==> config.mk <==
export PLATFORM = sky130hd
export DESIGN_NAME = eth_st_timing_adapter_buffered
export DESIGN_NICKNAME = d
export VERILOG_FILES = /design/src/rtl/eth_st_timing_adapter_buffered.sv
export SDC_FILE = /design/constraint.sdc
export NUM_CORES = 1
export LEC_CHECK = 0
export ABC_AREA = 1
export CAP_MARGIN = 20
export CORE_UTILIZATION = 32
export CTS_CLUSTER_SIZE = 8
export DETAILED_ROUTE_END_ITERATION = 16
export PLACE_DENSITY = 0.47
export SETUP_SLACK_MARGIN = 0.3
export SYNTH_ARGS = -nofsm -noshare
export SYNTH_HDL_FRONTEND = slang
export SYNTH_SLANG_ARGS = --single-unit
==> constraint.sdc <==
create_clock -name clk -period 11.45 [get_ports clk]
set_clock_uncertainty 0.05 [all_clocks]
set_input_delay 1.7175 -clock clk [delete_from_list [all_inputs] [get_ports clk]]
set_output_delay 1.7175 -clock clk [all_outputs]
set_load 0.005 [all_outputs]
==> src/rtl/eth_st_timing_adapter_buffered.sv <==
// eth_st_timing_adapter_buffered
// Avalon-ST timing adapter for a source that cannot be backpressured.
// A small elastic FIFO absorbs downstream stalls; words arriving while the
// FIFO is full (and not draining) are dropped and flagged via a sticky
// overflow bit.
// Optional build macro ETH_ST_TA_DROP_COUNT_EN adds a saturating 16-bit
// drop_count output, cleared together with overflow.

module eth_st_timing_adapter_buffered #(
    parameter int DATA_WIDTH = 72,
    parameter int DEPTH      = 4,
    parameter int CNT_W      = $clog2(DEPTH) + 1
) (
    input  logic                  clk,
    input  logic                  reset_n,
    input  logic [DATA_WIDTH-1:0] in_data,
    input  logic                  in_valid,
    output logic [DATA_WIDTH-1:0] out_data,
    output logic                  out_valid,
    input  logic                  out_ready,
    output logic [CNT_W-1:0]      fill_level,
    output logic                  overflow,
    input  logic                  clr_overflow
`ifdef ETH_ST_TA_DROP_COUNT_EN
    ,
    output logic [15:0]           drop_count
`endif
);

    localparam int PTR_W = $clog2(DEPTH);

    logic [DATA_WIDTH-1:0] mem_q [DEPTH];
    logic [PTR_W-1:0]      rd_ptr_q, rd_ptr_d;
    logic [PTR_W-1:0]      wr_ptr_q, wr_ptr_d;
    logic [CNT_W-1:0]      count_q, count_d;
    logic                  overflow_q, overflow_d;
    logic                  push, pop, drop;

    // Handshake decode and next-state for pointers, occupancy and overflow flag.
    // A full FIFO that is draining this cycle still accepts the new word.
    always_comb begin
        pop        = (count_q != '0) && out_ready;
        push       = in_valid && ((count_q < CNT_W'(DEPTH)) || pop);
        drop       = in_valid && !push;

        rd_ptr_d   = rd_ptr_q;
        wr_ptr_d   = wr_ptr_q;
        count_d    = count_q;
        overflow_d = overflow_q;

        if (push) wr_ptr_d = wr_ptr_q + PTR_W'(1);
        if (pop)  rd_ptr_d = rd_ptr_q + PTR_W'(1);

        case ({push, pop})
            2'b10:   count_d = count_q + CNT_W'(1);
            2'b01:   count_d = count_q - CNT_W'(1);
            default: count_d = count_q;
        endcase

        // A drop in the same cycle as a clear leaves the flag set.
        if (drop)              overflow_d = 1'b1;
        else if (clr_overflow) overflow_d = 1'b0;
    end

    // Control state registers; in-flight words are discarded on reset.
    always_ff @(posedge clk or negedge reset_n) begin
        if (!reset_n) begin
            rd_ptr_q   <= '0;
            wr_ptr_q   <= '0;
            count_q    <= '0;
            overflow_q <= 1'b0;
        end else begin
            rd_ptr_q   <= rd_ptr_d;
            wr_ptr_q   <= wr_ptr_d;
            count_q    <= count_d;
            overflow_q <= overflow_d;
        end
    end

    // Storage array; contents are intentionally not reset.
    always_ff @(posedge clk) begin
        if (push) mem_q[wr_ptr_q] <= in_data;
    end

    // Outputs come straight from registered state: no in_valid-to-out_valid path.
    always_comb begin
        out_data   = mem_q[rd_ptr_q];
        out_valid  = (count_q != '0);
        fill_level = count_q;
        overflow   = overflow_q;
    end

`ifdef ETH_ST_TA_DROP_COUNT_EN
    logic [15:0] drop_count_q, drop_count_d;

    // Saturating drop counter; a drop coinciding with a clear restarts at 1.
    always_comb begin
        drop_count_d = drop_count_q;
        if (clr_overflow)
            drop_count_d = drop ? 16'd1 : 16'd0;
        else if (drop && (drop_count_q != 16'hFFFF))
            drop_count_d = drop_count_q + 16'd1;
    end

    // Drop counter register.
    always_ff @(posedge clk or negedge reset_n) begin
        if (!reset_n) drop_count_q <= 16'd0;
        else          drop_count_q <= drop_count_d;
    end

    // Drive the optional output port.
    always_comb begin
        drop_count = drop_count_q;
    end
`endif

endmodule

==> flow_summary.yaml <==
outcome:
  status: "complete, no violations"
synth:
  ys_types: 19
  synthMuxAreaShare_pct: 0
  synthTopCellsByArea: "edfxtp_1 (73%), o211ai_1 (9.2%), nand2_1 (7.3%)"
  syn_area_per_cell_um2: 13.14
  netlist_area_mm2: 0.01185
  syn_nets: 985
  synth_fa_ha_area_share_pct: 0.6969
  ys_seq_elements: 296
  yosysTopAreaCell: "edfxtp_1"
  ys_seq_area_share_pct: 74.67
  synthXorXnorAreaFrac_pct: 0.07391
  synth-simple-area-share_pct: 7.729
  synth_top_family_by_area: "compound AO/OA/AOI/OAI gates"
  syn_inst: 902
  synth_compound_area_share_pct: 9.387
  synth_top_cell_area_share_pct: 72.98
  ys.warnings.count: 0
layout:
  layout_commonest_cell: "edfxtp_1"
  final_nets: 1148
  area_growth_pct: 26.43
  final_cell_mix: "edfxtp_1 (288), nand2_1 (232), inv_1 (160)"
  drive_above_1_share_pct: 6.058
  final_util_pct: 41.02
clock_network:
  cts_tree: "built"
  htreeDepth: 2
  path_clk_slew_ns: 0.04
  numCtsBuffers: 43
  post_cts_resized: 0
  clock_sinks: 296
  cts_max_path_buffers: 3
  post_cts_buffers: 0
  hold_buffers: 0
  worstSkewPairLatency_ns: 0.52
  clock-root-buffer: "clkbuf_16"
floorplanning:
  initial_core_util_pct: 32.45
  chipWidth_um: 194.4
  core_mm2: 0.03652
  dieArea_mm2: 0.03781
  io_pins: 154
  fp.dieH_um: 194.4
  num_rows: 70
critical_path:
  path_class: "flop to output pin"
  slowest_delay_ns: 0.95
  path_max_fanout: 179
  crit_path_start: "rd_ptr_q[0]"
  path_buf_inv: 3
  cp_slowest_cell: "buf_4"
  cpMostUsedCell: "nand2_1"
  worstPathCellList: "inv_8 > buf_4 > nand2_1 > o211ai_1 > nand2_1 > clkdlybuf4s50_1"
  reg2regPathDepth: 5
  cp.depth: 6
  r2r_start: "fill_level[2]"
  crit_family: "buffers and inverters"
  start_kind: "flop"
  worstSetupEndpointType: "output pin"
  worst_ep_arrival_time_ns: 3.62
  cp.required_ns: 9.68
timing:
  tightestPinTransition_ns: 1.038
  finalWorstSetupSlack_ns: 6.065
  maxSlewHeadroom_pct: 30.83
  finalSetupViolations: 0
  report.final.slew_viol_count: 0
  tns_ns: 0
  finalHoldViolCount: 0
  post-route-period-util_pct: 47.03
  fmax_mhz: 185.7
  rsz0062_at_grt: "false"
  post-route-min-period_ns: 5.385
pwr:
  p_leak_nw: 5.695
  ir_drop_mv: 0.1861
  total_power_mw: 3.825
  powerDensity_mw_per_mm2: 255.3
min_path:
  holdCritStartpoint: "fill_level[0]"
  holdPathStages: 1
  worstHoldPathType: "flop to flop"
place:
  io_buffer_count: 153
  detailed_place_hpwl_mm: 13.40
  finalWeightedCongestion: 0.6473
  pre_cts_ws_ns: 6.701
global_routing:
  grt_overflow_total: 0
  grt_start_max_net_pins: 180
  grt_pass1_wl_mm: 38.31
  antenna_found_initial: 0
  grt_usage_pct: 13.20
  first_global_vias: 6799
routing:
  drcViolationCount: 0
  wl_per_cell_um: 15.95
  antenna_left: 0
  drtIter0Drc: 194
  wirelength_mm: 24.59
  drt_first_pass_iters: 4
  avgViaCountPerCell: 4.473
  vias: 6898
flow_run:
  maxCapViolCount: 0
[logic make-up after synthesis]
group,count (synthesis)
AND/OR/NAND/NOR,242
adder cells (fa/ha/maj),6
XOR/XNOR,1
flip-flops,296
buffers and inverters,208
AO/OA/AOI/OAI,149
[routing by layer]
| layer | wire (µm) | up-vias | global-route usage [%] |
|---|---|---|---|
| met5 | 0 | - | 0 |
| met4 | 381 | 0 | 4.497 |
| met3 | 1260 | 37 | 3.297 |
| met2 | 11890 | 147 | 22.13 |
| met1 | 11060 | 3256 | 16.60 |
| li1 | - | 3458 | - |
[metrics by stage]
stage                     hold WS [ns]  std cells  instance area [µm²]
final                           0.4538       1542                14980
after global routing            0.4872       1541                14980
after detailed placement        0.4526       1488                13820
after floorplan                 0.4324        902                11850
after global placement          0.4487       1488                13820
after CTS                       0.4631       1541                14980
[state kept, by name, indices dropped and copies added, names as in the netlist]
register,flops
wr_ptr_q,2
rd_ptr_q,2
overflow,1
mem_q,288
fill_level,3
[cell type report]
class                           count  area [µm²]
Tap cell                          468       585.6
Antenna cell                        1       2.502
Timing Repair Buffer              164        1614
Clock buffer                       51        1149
Clock inverter                      2       12.51
Multi-Input combinational cell    398        2150
Sequential cell                   296        8852
Fill cell                        3417       21540
Inverter                          162       616.8
[report_power, final]
group          switching (mW)  internal [mW]  leakage, nW
Sequential             0.0498           1.40         2.73
Combinational           0.706          0.562         2.40
Clock                   0.413          0.691        0.567
[worst paths after layout]
path,slack (ns),endpoint
max,6.07,out_data[49]
min,0.45,fill_level[0]
min in group asynchronous,1.46,fill_level[2]
max reg2reg,8.98,mem_q[3][54]
min reg2reg,0.45,fill_level[0]
max in group asynchronous,9.54,rd_ptr_q[1]
[worst reg2reg max path, cell delays in order (launching register included)]
cell     delay (ns)
dfrtp_1        0.39
inv_1          0.16
o21ai_2        0.21
nor2_4         0.12
buf_4          0.48
buf_4          0.64
[synth_stat cells (all sizes together)]
library cell	count
o21ai	4
fa	1
dfrtp	8
nand2	232
clkbuf	7
nand4	1
nor2	5
edfxtp	288
ha	5
o211ai	145
buf	39
xnor2	1
inv	162
nand3	4
(Power assumes the default switching activity.)
